### config.mk
export PLATFORM = sky130hd
export DESIGN_NAME = gencon_n_flat
export DESIGN_NICKNAME = d
export VERILOG_FILES = /design/src/rtl/gencon_n_if.sv /design/src/rtl/gencon_n.sv /design/src/flat_wrapper.sv
export SDC_FILE = /design/constraint.sdc
export NUM_CORES = 1
export LEC_CHECK = 0
export ABC_AREA = 1
export BUFFER_PORTS_ARGS = -buffer_cell sky130_fd_sc_hd__buf_4
export CORE_AREA = 2 2 182 184
export DETAILED_ROUTE_END_ITERATION = 16
export DIE_AREA = 0 0 184 186
export PLACE_DENSITY = 0.66
export SETUP_SLACK_MARGIN = 0.15
export SYNTH_ARGS = -nofsm -noshare
export SYNTH_HDL_FRONTEND = slang
export SYNTH_SLANG_ARGS = --single-unit
### constraint.sdc
create_clock -name clk -period 6.05 [get_ports clk]
set_input_delay 1.5125 -clock clk [delete_from_list [all_inputs] [get_ports clk]]
set_output_delay 1.5125 -clock clk [all_outputs]
set_load 0.01 [all_outputs]
### src/rtl/gencon_n_if.sv
// Keypad/button inputs and display-side outputs of the gencon_n calculator controller.
interface gencon_n_if #(
   parameter int W = 16
);
   logic [3:0]   keypad_input;
   logic         read_input;
   logic [2:0]   operator_input;
   logic         equal_input;
   logic         clear_input;
   logic         complete;
   logic         overflow;
   logic         entry_err;
   logic [W-1:0] display_output;
   logic [2:0]   tb_current_state;

   modport master (
      output keypad_input, read_input, operator_input, equal_input, clear_input,
      input  complete, overflow, entry_err, display_output, tb_current_state
   );

   modport slave (
      input  keypad_input, read_input, operator_input, equal_input, clear_input,
      output complete, overflow, entry_err, display_output, tb_current_state
   );
endinterface

### src/rtl/gencon_n.sv
// Parametrised sign-magnitude keypad calculator: edge-detected entry, add/sub in one
// cycle, serial shift-add multiply, saturating result with overflow flag and chaining.
module gencon_n #(
   parameter int W          = 16,
   parameter int MAX_DIGITS = 5
) (
   input logic       clk,
   input logic       nRST,
   gencon_n_if.slave bus
);
   localparam int MW  = W - 1;
   localparam int PW  = 2 * MW;
   localparam int FW  = PW + 1;
   localparam int NW  = MW + 4;
   localparam int CW  = $clog2(MAX_DIGITS + 1);
   localparam int STW = $clog2(MW) + 1;
   localparam logic [MW-1:0] MAX_MAG = '1;
   localparam logic [2:0] OP_NEG = 3'd1;
   localparam logic [2:0] OP_ADD = 3'd2;
   localparam logic [2:0] OP_SUB = 3'd3;
   localparam logic [2:0] OP_MUL = 3'd4;

   typedef enum logic [2:0] {
      ENTRY_A = 3'd0,
      COMPUTE = 3'd2,
      ENTRY_B = 3'd3,
      DONE    = 3'd4
   } state_t;

   state_t         state_reg, state_next;
   logic           read_prev_reg, equal_prev_reg, clear_prev_reg, op_prev_reg;
   logic           sign_a_reg, sign_a_next, sign_b_reg, sign_b_next;
   logic [MW-1:0]  mag_a_reg, mag_a_next, mag_b_reg, mag_b_next;
   logic [CW-1:0]  cnt_a_reg, cnt_a_next, cnt_b_reg, cnt_b_next;
   logic [2:0]     op_reg, op_next;
   logic           res_sign_reg, res_sign_next;
   logic [MW-1:0]  res_mag_reg, res_mag_next;
   logic           ovf_reg, ovf_next, err_reg, err_next;
   logic [PW-1:0]  acc_reg, acc_next, mcand_reg, mcand_next;
   logic [MW-1:0]  mplier_reg, mplier_next;
   logic [STW-1:0] step_reg, step_next;

   logic read_ev, equal_ev, clear_ev, op_ev, op_nz, op_arith;
   assign op_nz    = |bus.operator_input;
   assign read_ev  = bus.read_input  & ~read_prev_reg;
   assign equal_ev = bus.equal_input & ~equal_prev_reg;
   assign clear_ev = bus.clear_input & ~clear_prev_reg;
   assign op_ev    = op_nz & ~op_prev_reg;
   assign op_arith = (bus.operator_input == OP_ADD) || (bus.operator_input == OP_SUB) ||
                     (bus.operator_input == OP_MUL);

   // Candidate magnitude for the operand currently being typed.
   logic [MW-1:0] cur_mag;
   logic [CW-1:0] cur_cnt;
   logic [NW-1:0] cand;
   logic          digit_ok;
   always_comb begin
      cur_mag  = (state_reg == ENTRY_B) ? mag_b_reg : mag_a_reg;
      cur_cnt  = (state_reg == ENTRY_B) ? cnt_b_reg : cnt_a_reg;
      cand     = NW'(cur_mag) * NW'(10) + NW'(bus.keypad_input);
      digit_ok = (bus.keypad_input <= 4'd9) && (cur_cnt < CW'(MAX_DIGITS)) &&
                 (cand <= NW'(MAX_MAG));
   end

   logic signed [W:0] val_a, val_b, sum;
   logic [W:0]        sum_mag;
   always_comb begin
      val_a = $signed({2'b00, mag_a_reg});
      if (sign_a_reg) val_a = -val_a;
      val_b = $signed({2'b00, mag_b_reg});
      if (sign_b_reg ^ (op_reg == OP_SUB)) val_b = -val_b;
      sum     = val_a + val_b;
      sum_mag = sum[W] ? $unsigned(-sum) : $unsigned(sum);
   end

   logic [PW-1:0] acc_step;
   logic          mul_last;
   assign acc_step = acc_reg + (mplier_reg[0] ? mcand_reg : '0);
   assign mul_last = (step_reg == STW'(MW - 1));

   // Saturate and normalise whichever result the current op produces.
   logic [FW-1:0] fin_mag;
   logic          fin_sign, fin_ovf;
   logic [MW-1:0] fin_res;
   always_comb begin
      if (op_reg == OP_MUL) begin
         fin_mag  = {1'b0, acc_step};
         fin_sign = sign_a_reg ^ sign_b_reg;
      end else begin
         fin_mag  = FW'(sum_mag);
         fin_sign = sum[W];
      end
      fin_ovf = fin_mag > FW'(MAX_MAG);
      fin_res = fin_ovf ? MAX_MAG : fin_mag[MW-1:0];
   end

   always_comb begin
      state_next    = state_reg;
      sign_a_next   = sign_a_reg;
      mag_a_next    = mag_a_reg;
      cnt_a_next    = cnt_a_reg;
      sign_b_next   = sign_b_reg;
      mag_b_next    = mag_b_reg;
      cnt_b_next    = cnt_b_reg;
      op_next       = op_reg;
      res_sign_next = res_sign_reg;
      res_mag_next  = res_mag_reg;
      ovf_next      = ovf_reg;
      err_next      = 1'b0;
      acc_next      = acc_reg;
      mcand_next    = mcand_reg;
      mplier_next   = mplier_reg;
      step_next     = step_reg;

      if (state_reg == COMPUTE) begin
         if (op_reg == OP_MUL) begin
            acc_next    = acc_step;
            mcand_next  = mcand_reg << 1;
            mplier_next = mplier_reg >> 1;
            step_next   = step_reg + STW'(1);
         end
         if (op_reg != OP_MUL || mul_last) begin
            res_mag_next  = fin_res;
            res_sign_next = fin_sign & (fin_res != '0);
            ovf_next      = fin_ovf;
            state_next    = DONE;
         end
      end

      // Only the highest-priority event of a cycle is acted on.
      if (clear_ev) begin
         state_next    = ENTRY_A;
         sign_a_next   = 1'b0;
         mag_a_next    = '0;
         cnt_a_next    = '0;
         sign_b_next   = 1'b0;
         mag_b_next    = '0;
         cnt_b_next    = '0;
         op_next       = '0;
         res_sign_next = 1'b0;
         res_mag_next  = '0;
         ovf_next      = 1'b0;
      end else if (equal_ev) begin
         if (state_reg == ENTRY_B) begin
            state_next  = COMPUTE;
            acc_next    = '0;
            mcand_next  = PW'(mag_a_reg);
            mplier_next = mag_b_reg;
            step_next   = '0;
         end
      end else if (op_ev) begin
         if (bus.operator_input == OP_NEG) begin
            if (state_reg == ENTRY_A) sign_a_next = ~sign_a_reg;
            if (state_reg == ENTRY_B) sign_b_next = ~sign_b_reg;
         end else if (op_arith && (state_reg == ENTRY_A || state_reg == DONE)) begin
            if (state_reg == DONE) begin
               sign_a_next = res_sign_reg;
               mag_a_next  = res_mag_reg;
               ovf_next    = 1'b0;
            end
            op_next     = bus.operator_input;
            sign_b_next = 1'b0;
            mag_b_next  = '0;
            cnt_b_next  = '0;
            state_next  = ENTRY_B;
         end
      end else if (read_ev) begin
         if (state_reg == ENTRY_A || state_reg == ENTRY_B) begin
            if (digit_ok) begin
               if (state_reg == ENTRY_A) begin
                  mag_a_next = cand[MW-1:0];
                  cnt_a_next = cnt_a_reg + CW'(1);
               end else begin
                  mag_b_next = cand[MW-1:0];
                  cnt_b_next = cnt_b_reg + CW'(1);
               end
            end else begin
               err_next = 1'b1;
            end
         end else if (state_reg == DONE) begin
            if (bus.keypad_input <= 4'd9) begin
               sign_a_next = 1'b0;
               mag_a_next  = MW'(bus.keypad_input);
               cnt_a_next  = CW'(1);
               sign_b_next = 1'b0;
               mag_b_next  = '0;
               cnt_b_next  = '0;
               ovf_next    = 1'b0;
               state_next  = ENTRY_A;
            end else begin
               err_next = 1'b1;
            end
         end
      end
   end

   always_ff @(posedge clk or negedge nRST) begin
      if (!nRST) begin
         state_reg      <= ENTRY_A;
         read_prev_reg  <= 1'b0;
         equal_prev_reg <= 1'b0;
         clear_prev_reg <= 1'b0;
         op_prev_reg    <= 1'b0;
         sign_a_reg     <= 1'b0;
         mag_a_reg      <= '0;
         cnt_a_reg      <= '0;
         sign_b_reg     <= 1'b0;
         mag_b_reg      <= '0;
         cnt_b_reg      <= '0;
         op_reg         <= '0;
         res_sign_reg   <= 1'b0;
         res_mag_reg    <= '0;
         ovf_reg        <= 1'b0;
         err_reg        <= 1'b0;
         acc_reg        <= '0;
         mcand_reg      <= '0;
         mplier_reg     <= '0;
         step_reg       <= '0;
      end else begin
         state_reg      <= state_next;
         read_prev_reg  <= bus.read_input;
         equal_prev_reg <= bus.equal_input;
         clear_prev_reg <= bus.clear_input;
         op_prev_reg    <= op_nz;
         sign_a_reg     <= sign_a_next;
         mag_a_reg      <= mag_a_next;
         cnt_a_reg      <= cnt_a_next;
         sign_b_reg     <= sign_b_next;
         mag_b_reg      <= mag_b_next;
         cnt_b_reg      <= cnt_b_next;
         op_reg         <= op_next;
         res_sign_reg   <= res_sign_next;
         res_mag_reg    <= res_mag_next;
         ovf_reg        <= ovf_next;
         err_reg        <= err_next;
         acc_reg        <= acc_next;
         mcand_reg      <= mcand_next;
         mplier_reg     <= mplier_next;
         step_reg       <= step_next;
      end
   end

   // COMPUTE keeps showing operand B, which stays untouched while the multiplier runs.
   always_comb begin
      case (state_reg)
         ENTRY_A: bus.display_output = {sign_a_reg, mag_a_reg};
         DONE:    bus.display_output = {res_sign_reg, res_mag_reg};
         default: bus.display_output = {sign_b_reg, mag_b_reg};
      endcase
   end

   assign bus.complete         = (state_reg == DONE);
   assign bus.overflow         = ovf_reg;
   assign bus.entry_err        = err_reg;
   assign bus.tb_current_state = state_reg;
endmodule

### src/flat_wrapper.sv
// flat-port wrapper written by rule: the top's interface ports become plain ports
module gencon_n_flat 
#(
   parameter int W          = 16,
   parameter int MAX_DIGITS = 5
)
  (clk, nRST, bus_keypad_input, bus_read_input, bus_operator_input, bus_equal_input, bus_clear_input, bus_complete, bus_overflow, bus_entry_err, bus_display_output, bus_tb_current_state);
  gencon_n_if #(.W(W)) bus_i ();
  input logic clk;
  input logic nRST;
  input wire logic [$bits(bus_i.keypad_input)-1:0] bus_keypad_input;
  input wire logic [$bits(bus_i.read_input)-1:0] bus_read_input;
  input wire logic [$bits(bus_i.operator_input)-1:0] bus_operator_input;
  input wire logic [$bits(bus_i.equal_input)-1:0] bus_equal_input;
  input wire logic [$bits(bus_i.clear_input)-1:0] bus_clear_input;
  output wire logic [$bits(bus_i.complete)-1:0] bus_complete;
  output wire logic [$bits(bus_i.overflow)-1:0] bus_overflow;
  output wire logic [$bits(bus_i.entry_err)-1:0] bus_entry_err;
  output wire logic [$bits(bus_i.display_output)-1:0] bus_display_output;
  output wire logic [$bits(bus_i.tb_current_state)-1:0] bus_tb_current_state;
  assign bus_i.keypad_input = bus_keypad_input;
  assign bus_i.read_input = bus_read_input;
  assign bus_i.operator_input = bus_operator_input;
  assign bus_i.equal_input = bus_equal_input;
  assign bus_i.clear_input = bus_clear_input;
  assign bus_complete = bus_i.complete;
  assign bus_overflow = bus_i.overflow;
  assign bus_entry_err = bus_i.entry_err;
  assign bus_display_output = bus_i.display_output;
  assign bus_tb_current_state = bus_i.tb_current_state;
  gencon_n #(.W(W), .MAX_DIGITS(MAX_DIGITS)) u_core (.clk(clk), .nRST(nRST), .bus(bus_i));
endmodule
# Yosys cells after proc, flatten, opt, wreduce, memory -nomap -nowiden
# Index checks and enable logic that the tools add are counted.
# word_totals
regBits,146
latch_bits,0
mem_bits_rw,0
rom_bits,0
in_bits,12
output_inout_bits,22
elab_cells,237
mem_count,0
# op_classes
addsub,9
multipliers,1
div,0
order_cmp,4
n_eq_ne,26
shifts,0
n_mux,133
bitwise,13
reduce_logical,31
# op_table
op,n
$mux 15,33
$mux 30,12
$mux 3,38
$mux 17,3
$mux 1,41
$neg 15->17,2
$pmux 16 s2,1
$add 30x30->30,1
$gt 30x15->1 const B,1
$mux 5,5
$add 19x4->19,1
$le 19x15->1 const B,1
$mul 15x3->18 const B,1
$reduce_bool 3->1,6
$add 17x17->17,1
$neg 17->17,1
$reduce_and 8->1,2
$eq 3x2->1 const B,5
$reduce_bool 15->1,1
$reduce_and 7->1,2
$ne 4x3->1 const B,3
$reduce_bool 2->1,5
$eq 3x3->1 const B,3
$ne 3x1->1 const B,3
23 further kinds,45

# Longest topological paths before layout
# Gate-level depths: netlist of run 1.
# logic_depth
depth_word,17
depth_mapped,29
mapped_depth_nobuf,29

# Least setup slack after synthesis of run 1
# No wires, ideal clock.
# synth_path
kind,register to register
startpoint,register u_core.state_reg[2] (netlist: u_core.bus.tb_current_state[2])
endpoint,register u_core.mag_b_reg[10]
arrival_ps,3958
required_ps,5924
setup_slack_ps,1967
path_stages_with_launch,27
cell_sequence,dfrtp_1 inv_2 nand3_1 buf_2 clkbuf_1 nor2_1 a21oi_1 inv_1 ha_1 ha_1 fa_1 xor2_1 nand2_1 nor2_1 nand2_1 nor2_2 nand3_2 nor2_2 nand2_1 nor2_2 a21o_1 nand2_2 nand2_4 nand2_8 buf_12 nand2_2 o21ai_2
# synth_between
elab_chain_len,11
word_cells_on_any_way,27
cone_classes,add/sub: 1; mul: 1; order compare: 2; eq/ne: 5; mux: 9; reduce/logical: 9
# synth_lines
element,line_no,rtl
from (decl),gencon_n.sv:30,"state_t state_reg, state_next;"
from (signal assigned),gencon_n.sv:220,state_reg <= state_next;
"parallel branches: the longest is 11 deep, another holds $add 19x4->19",--,
to (signal assigned),gencon_n.sv:229,mag_b_reg <= mag_b_next;
to (decl),gencon_n.sv:33,"logic [MW-1:0] mag_a_reg, mag_a_next, mag_b_reg, mag_b_next;"
# Parallel ways; which one is timed is not known. The select of a mux whose other input is x is not followed.
# A chain may end at the register's enable or synchronous reset.

# Worst setup path after layout of run 1
# layout_path
startpoint,register u_core.state_reg[2] (netlist: u_core.bus.tb_current_state[2])
endpoint,register u_core.mag_a_reg[4]
# layout_between
elab_chain_len,11
word_cells_on_any_way,28
cone_classes,add/sub: 1; mul: 1; order compare: 2; eq/ne: 6; mux: 9; reduce/logical: 9
# layout_lines
element,line_no,rtl
"parallel branches: the longest is 11 deep, another holds $add 19x4->19",--,
to (signal assigned),gencon_n.sv:226,mag_a_reg <= mag_a_next;
to (decl),gencon_n.sv:33,
# Parallel ways; which one is timed is not known. The select of a mux whose other input is x is not followed.

==> summary.md, run 1 <==
- **actual slew at the worst max-slew pin** 1110 ps
- **die width** 184 um
- **number of setup violations in the final report** 0
- **layout-stage area growth over the synthesis result** 9.05%
- **Startpoint Class** register
- **status** complete, no violations
- **dominant cell type by count on the critical path** nand2_1
- **ys async rst share** 100%
- **startpoint of the worst-slack reg-to-reg timing path** u_core.bus.tb_current_state[2]
- **max-cap violation count** 0
- **biggest fanout along the worst timing path** 21
- **clock latency of the later-clocked register in the worst-skew pair** 450 ps
- **Tcrit/Tclk final** 82.1%
- **max_slew headroom** 26.1%
- **number of nets in the finished design** 2045
- **Antenna Violating Nets Remaining** 0
- **DR vias** 12774
- **final routed DRC violation total** 0
- **Cell Area, Synth** 0.0128 mm^2
- **count of input and output buffers** 33
- **detailed placer's ending HPWL** 30300 um
- **Final Wtd Congestion** 0.983
- **standby leakage power** 7.55 nW
- **total power** 6.62 mW
- **worst r2r dst** u_core.mag_a_reg[4]
- **Fmax achieved** 201 MHz
- **source of the worst hold timing path** u_core.step_reg[3]
- **Netlist cell types** 55
- **Resize count post-CTS** 0
- **die height** 186 um
- **detailed-router iteration count before antenna repair** 5
- **number of non-filler instances in the completed layout** 2369
- **leading cell types in the layout, fill and taps excluded** 551 x nand2_1, 278 x inv_1, 193 x nor2_1, 146 x dfrtp_1, 127 x o21ai_0
- **storage element area** 0.00365 mm^2
- **WL per Instance** 16.6 um
- **CTS tree** built
- **number of placement rows** 66
- **final setup slack of the worst path** 1080 ps
- **clock skew** 13.4 ps
- **worst setup slack before clock tree synthesis** 1140 ps
- **antenna violations before repair** 0
- **length in cells of the worst reg-to-reg path** 22
- **CP startpoint** u_core.bus.tb_current_state[2]
- **critical path class** register to register
- **Max Buffers Root-to-Sink** 2
- **summed negative setup slack over all endpoints** 0 ps
- **Antenna diodes** 0
- **final design instance area without fill** 0.0139 mm^2
- **endpoint of the worst hold path** u_core.step_reg[3]
- **crit path time final** 4970 ps
- **nature of the critical path endpoint** register
- **Synthesis Warnings** 0
- **wire length of the first global-routing pass** 63000 um
- **number of buffers inserted during clock tree synthesis** 17
- **worst hold path cell count** 1
- **CTS sink count** 146
- **unrepaired setup endpoints after global routing** false
- **Power Density** 475 mW/mm^2
- **vias in the first global route** 11798
- **number of ports placed on the die boundary** 34
- **Util after Layout** 43.3%
- **worst path arrival time** 5330 ps
- **fraction of the yosys area taken by sequential cells** 28.6%
- **largest net degree at the start of global routing** 110
- **predominant post-synthesis flop cell** dfrtp_1
- **Filler cells** 3390
- **total gr overflow** 0
- **global-route usage over all layers** 23.6%
- **vias per cell** 5.39
- **Post-CTS Hold Buffers** 0
- **most common cell after layout, fill and taps aside** nand2_1
- **area of the multi-input gates** 0.00778 mm^2
- **number of enable-type register cells in the synthesized netlist** 0
- **initial cell density of the core** 39.7%
- **final count of pins violating max slew** 0
- **slack of the worst reg-to-reg path** 1080 ps
- **mean post-synth cell area** 6.58 um^2
- **number of placed cells counting well taps** 2337
- **detailed-route wire length** 39400 um
- **clock root cell** clkbuf_16
- **largest voltage drop on the vdd net** 0.259 mV
- **data required time at the worst endpoint** 6410 ps
- **Hold Path Class** register to register
- **H-tree depth** 4
- **flop and latch count out of synthesis** 146
- **total setup buffers inserted after CTS** 0
- **Syn Inst Count** 1943
- **clock transition at the register clock pins on the worst setup and hold paths after CTS** 60 ps
- **core area** 0.0322 mm^2
- **crit-path max cell delay** 450 ps
- **post-synth net total** 2040
- **first-iteration detailed-routing DRC count** 1168
- **endpoints failing hold** 0
- **critical path, cell by cell** inv_2 -> nand3_1 -> buf_4 -> inv_1 -> nand2_1 -> o21ai_0 -> ha_1 -> ha_1 -> nand3_1 -> nand3_2 -> a21oi_2 -> o21ai_0 -> a21boi_0 -> xor2_1 -> nand2_1 -> nand2_1 -> inv_1 -> nand2_2 -> nand2_4 -> nand2_4 -> nand2_1 -> o21ai_2
- **Worst Hold Margin** 497 ps
- **crit path max-delay cell type** nand3_1
- **fraction of final layout cells sized beyond drive strength 1** 7.24%
- **DP Area** 0.0133 mm^2
- **floorplan die area** 0.0342 mm^2
==> cell usage after synthesis (3+ instances only) <==
cell type | n | area (um^2)
o21ai_2 | 21 | 184
and2_1 | 4 | 25.0
clkinv_1 | 3 | 11.3
nand3b_1 | 7 | 52.6
o22ai_1 | 25 | 156
nor2_2 | 5 | 31.3
nand3_1 | 113 | 566
o21bai_1 | 8 | 60.1
inv_2 | 9 | 33.8
o221ai_1 | 21 | 184
ha_1 | 81 | 1010
fa_1 | 4 | 80.1
nor3_1 | 21 | 105
o21ai_0 | 127 | 636
nand2_2 | 15 | 93.8
buf_12 | 3 | 60.1
xnor2_1 | 11 | 96.3
nand4_1 | 27 | 169
o21ai_1 | 6 | 30.0
a21o_1 | 3 | 22.5
buf_2 | 4 | 20.0
nand2_4 | 3 | 33.8
o211ai_1 | 13 | 97.6
o21a_1 | 3 | 22.5
inv_1 | 279 | 1050
a22oi_1 | 11 | 82.6
a21oi_1 | 99 | 495
nand2_1 | 551 | 2070
clkbuf_1 | 43 | 161
xor2_1 | 43 | 377
dfrtp_1 | 146 | 3650
a31oi_1 | 4 | 25.0
or2_2 | 3 | 18.8
nor2_1 | 195 | 732
==> worst max-delay path by stage <==
stage / endpoint
5_1_grt: u_core.mag_b_reg[3]
6_report: u_core.mag_a_reg[4]
3_5_place_dp: u_core.mag_b_reg[5]
2_1_floorplan: u_core.mag_b_reg[10]
4_1_cts: u_core.mag_a_reg[4]
3_3_place_gp: u_core.mag_b_reg[0]
==> power breakdown <==
part           internal [mW]  switching [mW]
combinational           1.32            2.61
sequential              1.26           0.299
clock                  0.680           0.450
==> critical path: cells and delay by family (launching register included) <==
kind	cells	cell delay [ps]
flip-flops	1	430
adder cells (fa/ha/maj)	2	680
AO/OA/AOI/OAI	5	1010
AND/OR/NAND/NOR	10	1720
XOR/XNOR	1	250
buffers and inverters	4	780
==> cells by family (layout without fill, tap and decap cells) <==
| logic type | after synthesis | in the layout | share of synthesized area [%] |
|---|---|---|---|
| and+or+nand+nor | 952 | 952 | 31.2 |
| DFF | 146 | 146 | 28.6 |
| adders and majority gates | 85 | 85 | 8.55 |
| muxes | 1 | 1 | 0.0783 |
| buffers and inverters | 344 | 362 | 10.7 |
| AOI/OAI and AO/OA | 357 | 357 | 16.8 |
| xor gates and xnor gates | 58 | 58 | 4.21 |
==> final cells by class <==
class	instances	share of cell area, %
Tap cell	408	3.66
Sequential cell	146	26.2
Inverter	291	7.83
Timing Repair Buffer	39	2.13
Clock buffer	23	3.43
Multi-Input combinational cell	1453	55.8
Clock inverter	9	0.924
==> layer usage <==
metal	track usage [%]	wire length (um)	up-vias
li1	-	-	6321
met1	33.7	18500	5919
met2	35.7	16900	456
met3	3.74	2720	78
met4	8.86	1280	0
met5	0	0	-
(Power assumes the default switching activity.)
==> run 2: changes to the inputs <==
clock period = 5.1 ns   (was 6.05 ns; I/O delays follow)
==> run 2 against run 1 <==
- clock skew about the same
- combinational power increased by 20%
- sequential cell count unchanged
- hold slack got worse by 7.1 ps
- clock power increased by 12%
- maximum frequency increased by 11%
- non-clock buffer count increased by 6
- global-route usage increased by 0.28 points
- register-to-register slack got worse by 470 ps
- sequential power increased by 18%
- design area increased by 0.17%
- power increased by 18%
- largest power group unchanged
==> summary.md, run 2 (synthesis gave the netlist of run 1 again) <==
- **worst r2r dst** u_core.res_sign_reg
- **total setup buffers inserted after CTS** 0, unchanged
- **Antenna Violating Nets Remaining** 0, unchanged
- **startpoint of the worst-slack reg-to-reg timing path** u_core.mag_b_reg[0]
- **WL per Instance** 16.6 um, -0.15%
- **design internal power** 3.81 mW, +17%
- **NetSw** 4.00 mW, +19%
- **CP startpoint** u_core.mag_b_reg[0]
- **clock skew** 13.4 ps, -0.0207 ps
- **clock transition at the register clock pins on the worst setup and hold paths after CTS** 70 ps, about the same
- **antenna violations before repair** 0, unchanged
- **actual slew at the worst max-slew pin** 950 ps, -158 ps
- **Max Buffers Root-to-Sink** 2, unchanged
- **Switching Share** 51.2%, +0.49 points
- **die width** 184 um, unchanged
- **biggest fanout along the worst timing path** 16, -24%
- **Fmax achieved** 223 MHz, +11%
- **status** complete, no violations
- **core area** 0.0322 mm^2, unchanged
- **most common cell after layout, fill and taps aside** nand2_1
- **fraction of final layout cells sized beyond drive strength 1** 7.52%, +0.28 points
- **wire length of the first global-routing pass** 64100 um, +1.8%
- **clock root cell** clkbuf_16
- **summed negative setup slack over all endpoints** 0 ps, unchanged
- **number of buffers inserted during clock tree synthesis** 17, unchanged
- **sequential fraction of design power** 23.6%, about the same
- **DR vias** 12908, +1.0%
- **Hold Path Class** register to register
- **nature of the critical path endpoint** register
- **number of ports placed on the die boundary** 34, unchanged
- **Post-CTS Hold Buffers** 0, unchanged
- **vias in the first global route** 12168, +3.1%
- **final count of pins violating max slew** 0, unchanged
- **data required time at the worst endpoint** 5440 ps, -970 ps
- **max-cap violation count** 0, unchanged
- **vias per cell** 5.43, +0.79%
- **number of setup violations in the final report** 0, unchanged
- **Antenna diodes** 0, unchanged
- **slack of the worst reg-to-reg path** 610 ps, -470 ps
- **crit path capture** u_core.res_sign_reg
- **die height** 186 um, unchanged
- **crit path time final** 4490 ps, -476 ps
- **worst path arrival time** 4830 ps, -500 ps
- **Final Wtd Congestion** 0.970, -1.3%
- **initial cell density of the core** 39.7%, unchanged
- **detailed placer's ending HPWL** 30900 um, +1.9%
- **H-tree depth** 4, unchanged
- **CTS sink count** 146, unchanged
- **clock latency of the later-clocked register in the worst-skew pair** 450 ps, about the same
- **CTS tree** built
- **clock share of power** 16.1%, -1.0 points
- **global-route usage over all layers** 23.8%, +0.28 points
- **detailed-router iteration count before antenna repair** 5, unchanged
- **number of nets in the finished design** 2051, +0.29%
- **leading cell types in the layout, fill and taps excluded** 551 x nand2_1, 278 x inv_1, 193 x nor2_1, 146 x dfrtp_1, 127 x o21ai_0
- **layout-stage area growth over the synthesis result** 9.24%
- **first-iteration detailed-routing DRC count** 1126, -3.6%
- **unrepaired setup endpoints after global routing** false
- **total gr overflow** 0, unchanged
- **largest net degree at the start of global routing** 95, -14%
- **count of input and output buffers** 33, unchanged
- **endpoints failing hold** 0, unchanged
- **floorplan die area** 0.0342 mm^2, unchanged
- **largest voltage drop on the vdd net** 0.326 mV, +26%
- **standby leakage power** 7.57 nW, +0.28%
- **combinational power share** 60.3%, +0.9 points
- **critical path class** register to register
- **Resize count post-CTS** 0, unchanged
- **final design instance area without fill** 0.0140 mm^2, +0.17%
- **Tcrit/Tclk final** 88.1%, +6.0 points
- **Power Density** 559 mW/mm^2, +18%
- **DP Area** 0.0134 mm^2, +0.43%
- **final routed DRC violation total** 0, unchanged
- **length in cells of the worst reg-to-reg path** 24, +9.1%
- **number of placement rows** 66, unchanged
- **max_slew headroom** 36.7%, +11 points
- **detailed-route wire length** 39400 um, +0.10%
- **Startpoint Class** register
- **worst hold path cell count** 1, unchanged
-- run 2: cell count changes in the layout (fill, tap and decap cells not counted), sizes merged --
cell    change
bufinv      -1
clkinv      +2
clkbuf      -1
buf         +6
-- run 2: worst max-delay path, cell delays in order, from the launching register on --
cell	delay, ps
dfrtp_1	420
nor3_1	330
nand2_1	130
nor3_1	260
nand3_1	170
nor3_1	230
nor2_1	80
xor2_1	150
ha_1	390
nand2_1	160
inv_1	50
a21oi_1	260
o21ai_0	150
a21oi_1	180
nand2_1	80
nand2_1	210
buf_4	260
nand2_1	70
nand2_1	60
nand3_1	90
and2_1	210
nor2_1	210
nand3_1	110
nand2_1	70
nand2_1	50
-- run 2: metrics by stage --
step                power, mW  setup slack (ps)  hold slack, ps  utilization, %  std cells
global placement         6.41               726             479            41.6       2343
detailed placement       6.45               701             489            41.6       2343
global route             8.49               168             526            43.4       2375
floorplan                5.18              1020             449               -       1943
finish                   7.80               608             490            43.4       2375
CTS                      7.74               681             497            43.4       2375
-- run 2: layout make-up --
type	count	area [um^2]
tap	408	510
timing repair buffer	45	354
clock inverter	10	109
clock buffer	22	464
fill	3375	18200
sequential	146	3650
multi-input combinational	1453	7780
inverter	291	1090
-- run 2: routing by layer --
layer | track usage [%] | share of wire [%] | routed length, um | vias to the layer above
met3 | 3.46 | 5.9 | 2320 | 76
met4 | 10.3 | 3.7 | 1470 | 0
li1 | - | - | - | 6332
met5 | 0 | 0 | 0 | -
met1 | 33.3 | 47 | 18500 | 6083
met2 | 36.7 | 44 | 17200 | 417
-- run 2: worst min path at each step --
stage | startpoint | end | slack, ps
after floorplan | u_core.res_sign_reg | u_core.res_sign_reg | 450
after global placement | u_core.res_sign_reg | u_core.res_sign_reg | 480
after detailed placement | u_core.step_reg[3] | u_core.step_reg[3] | 490
after CTS | u_core.step_reg[3] | u_core.step_reg[3] | 500
after global routing | u_core.step_reg[3] | u_core.step_reg[3] | 530
final | u_core.step_reg[3] | u_core.step_reg[3] | 490
-- run 2: power groups by stage --
stage / combinational [mW] / sequential, mW / clock (mW)
after floorplan: 3.46 / 1.72 / 0
after global placement: 4.58 / 1.83 / 0
after detailed placement: 4.61 / 1.84 / 0
after CTS: 4.64 / 1.83 / 1.27
after global routing: 5.29 / 1.88 / 1.32
final: 4.70 / 1.84 / 1.26
==> run 3: changes to the inputs <==
ABC_AREA = default   (was 1)
CORE_AREA = 2 2 181 183   (was 2 2 182 184)
DIE_AREA = 0 0 183 185   (was 0 0 184 186)
HOLD_SLACK_MARGIN = 0.03   (was default)
==> run 3 against run 2 <==
- maximum frequency decreased by 9.6%
- synthesized cell count shrank 19%
- largest cell class unchanged
- clock power grew 4%
- die area down 1.1%
==> summary.md, run 3 <==
- **Fmax achieved** 201 MHz, -9.6%
- **storage element area** 0.00366 mm^2, about the same
- **predominant post-synthesis flop cell** dfrtp_1
- **vias per cell** 5.86, +7.9%
- **die width** 183 um, -0.54%
- **Antenna Violating Nets Remaining** 0, unchanged
- **clock latency of the later-clocked register in the worst-skew pair** 450 ps, about the same
- **clock root cell** clkbuf_16
- **vias in the first global route** 11658, -4.2%
- **fraction of final layout cells sized beyond drive strength 1** 16.4%, +8.8 points
- **most common cell after layout, fill and taps aside** nand2_1
- **final setup slack of the worst path** 129 ps, -479 ps
- **worst path arrival time** 5300 ps, +470 ps
- **Netlist cell types** 85, +55%
- **top-count cell post-synth** nand2_1
- **Power Density** 616 mW/mm^2, +10%
- **total gr overflow** 0, unchanged
- **layout-stage area growth over the synthesis result** 16.6%
- **Filler cells** 3129, -7.3%
- **Synth top area share** 28.9%, +0.29 points
- **final routed DRC violation total** 0, unchanged
- **Hold Path Class** register to register
- **number of setup violations in the final report** 0, unchanged
- **share of synthesized cell area in full adder, half adder and majority cells** 8.64%, +0.088 points
- **fraction of synthesized cell area in xor and xnor cells** 5.95%, +1.7 points
- **mean post-synth cell area** 8.03 um^2, +22%
- **global-route usage over all layers** 23.3%, -0.55 points
- **Startpoint Class** register
- **fraction of the yosys area taken by sequential cells** 28.9%, +0.29 points
- **Synthesis Warnings** 0, unchanged
- **unrepaired setup endpoints after global routing** true
- **number of placement rows** 66, unchanged
- **crit path time final** 4970 ps, +479 ps
- **floorplan die area** 0.0339 mm^2, -1.1%
- **flop and latch count out of synthesis** 146, unchanged
- **number of ports placed on the die boundary** 34, unchanged
- **Syn Inst Count** 1575, -19%
- **dominant cell type by count on the critical path** a21o_1
- **crit path max-delay cell type** or4_4
- **startpoint of the worst-slack reg-to-reg timing path** u_core.bus.tb_current_state[2]
- **Antenna diodes** 0, unchanged
- **ys async rst share** 100%, unchanged
- **endpoints failing hold** 0, unchanged
- **max_slew headroom** 29.1%, -7.6 points
- **initial cell density of the core** 39.5%, -0.20 points
- **family with the most delay on the worst path** compound AO/OA/AOI/OAI gates
- **detailed placer's ending HPWL** 29300 um, -5.4%
- **critical path, cell by cell** nor2b_4 -> and2_4 -> nor2_2 -> a21o_1 -> ha_1 -> ha_2 -> fa_2 -> a21o_1 -> a211o_1 -> a21o_1 -> and3_4 -> or4_4 -> o41ai_4 -> o211ai_2 -> or2_4 -> a221oi_4 -> buf_6 -> buf_12 -> mux2_2
- **Worst Hold Margin** 507 ps, +16.8 ps
- **core area** 0.0320 mm^2, -0.51%
- **CP startpoint** u_core.bus.tb_current_state[2]
- **biggest fanout along the worst timing path** 7, -9
- **CTS tree** built
- **largest voltage drop on the vdd net** 0.321 mV, -1.6%
- **WL per Instance** 19.1 um, +15%
- **largest net degree at the start of global routing** 78, -18%
- **area share of and/or/nand/nor cells after synthesis** 22.4%, -8.7 points
- **data required time at the worst endpoint** 5430 ps, about the same
- **Compound-Gate Fraction of Synth Area** 22.8%, +6.1 points
- **number of nets in the finished design** 1722, -16%
- **standby leakage power** 6.32 nW, -17%
- **status** complete, no violations
- **Util after Layout** 46.0%, +2.7 points
- **number of buffers and inverters on the critical path** 2, unchanged
- **count of input and output buffers** 33, unchanged
- **final count of pins violating max slew** 0, unchanged
- **Cell Area, Synth** 0.0127 mm^2, -1.0%
- **largest family of logic cells by synthesized area** compound AO/OA/AOI/OAI gates
- **detailed-router iteration count before antenna repair** 5, unchanged
- **detailed-route wire length** 39100 um, -0.92%
- **leading cell types in the layout, fill and taps excluded** 226 x nand2_1, 144 x dfrtp_1, 123 x o21ai_0, 119 x a21oi_1, 116 x buf_4
- **top post-synthesis cells by area** dfrtp_1 29%, ha_1 8.0%, nand2_1 6.8%
- **H-tree depth** 4, unchanged
- **nature of the critical path endpoint** register
- **Final Wtd Congestion** 0.989, +2.0%
- **DR vias** 11995, -7.1%
- **CTS sink count** 146, unchanged
- **Max Buffers Root-to-Sink** 2, unchanged
- **actual slew at the worst max-slew pin** 1060 ps, +106 ps
- **most area-hungry cell type in the Yosys netlist** dfrtp_1
- **clock transition at the register clock pins on the worst setup and hold paths after CTS** 60 ps, about the same
- **post-synth net total** 1672, -18%
- **wire length of the first global-routing pass** 62400 um, -2.7%
- **die height** 185 um, -0.54%
- **leading post-synthesis cells by instance count** 229 x nand2_1, 146 x dfrtp_1, 130 x o21ai_0
- **fraction of synthesized area in multiplexers** 7.20%, +7.1 points
- **first-iteration detailed-routing DRC count** 953, -15%
- **source of the worst hold timing path** u_core.mplier_reg[14]
- **total power** 9.08 mW, +16%
- **max-cap violation count** 0, unchanged
- **clock skew** 11.5 ps, -1.94 ps
- **number of enable-type register cells in the synthesized netlist** 0, unchanged
- **number of buffers inserted during clock tree synthesis** 17, unchanged
- **worst setup slack before clock tree synthesis** -168 ps, -869 ps
- **area of the multi-input gates** 0.00883 mm^2, +14%
- **critical path class** register to register
- **Tcrit/Tclk final** 97.5%, +9.4 points
- **crit-path max cell delay** 540 ps, +120 ps
- **antenna violations before repair** 0, unchanged
-- run 3: area by class of cell --
cell class	instances	share of cell area, %
tap	408	3.46
clock inverter	12	1.06
timing repair buffer	127	6.97
sequential	146	24.8
clock buffer	20	2.96
multi-input combinational	1299	59.9
inverter	34	0.865
-- run 3: worst paths after layout --
path | to | slack, ps | cells after the start
max | u_core.mag_a_reg[9] | 130 | 19
min | u_core.mplier_reg[14] | 510 | 1
max reg2reg | u_core.mag_a_reg[9] | 130 | 19
min reg2reg | u_core.mplier_reg[14] | 510 | 1
max in group asynchronous | u_core.acc_reg[10] | 3200 | 2
min in group asynchronous | u_core.mcand_reg[18] | 840 | 1
-- run 3: through the flow --
stage,TNS (ps),cells,cell area [um^2]
global placement,-231,2000,13700
detailed placement,-168,2000,13700
floorplan,0,1575,12700
CTS,0,2038,14400
finish,0,2046,14700
global route,-10.2,2046,14700
-- run 3: cell families (layout without fill, tap and decap cells) --
| group | after synthesis | after routing |
|---|---|---|
| AO/OA/AOI/OAI | 453 | 453 |
| XOR/XNOR | 86 | 86 |
| adder cells (fa/ha/maj) | 85 | 85 |
| buffers and inverters | 130 | 193 |
| flip-flops | 146 | 146 |
| multiplexers | 88 | 88 |
| AND/OR/NAND/NOR | 587 | 587 |
-- run 3: timing repair --
action | 4_1_cts | 5_1_grt
endpoints found under the setup margin | 21 | 34
setup buffers | 5 | 8
pin swaps | 4 | 13
resized for setup | 13 | 65
gates cloned | 1 | 0
hold buffers | 0 | 0
endpoints found under the hold margin | 0 | 0
-- run 3: per-layer routing --
metal  vias to the layer above  global-route usage [%]  wire length [um]
met5                         -                       0                 0
met4                         0                    8.61              1040
met3                        63                    3.32              1940
met2                       343                    39.2             18500
met1                      5793                    30.4             17600
li1                       5796                       -                 -
-- run 3: power by group --
part	switching, mW	total, mW	internal, mW
Sequential	0.313	1.79	1.47
Clock	0.537	1.31	0.771
Combinational	3.46	5.99	2.53
Total	4.31	9.08	4.77
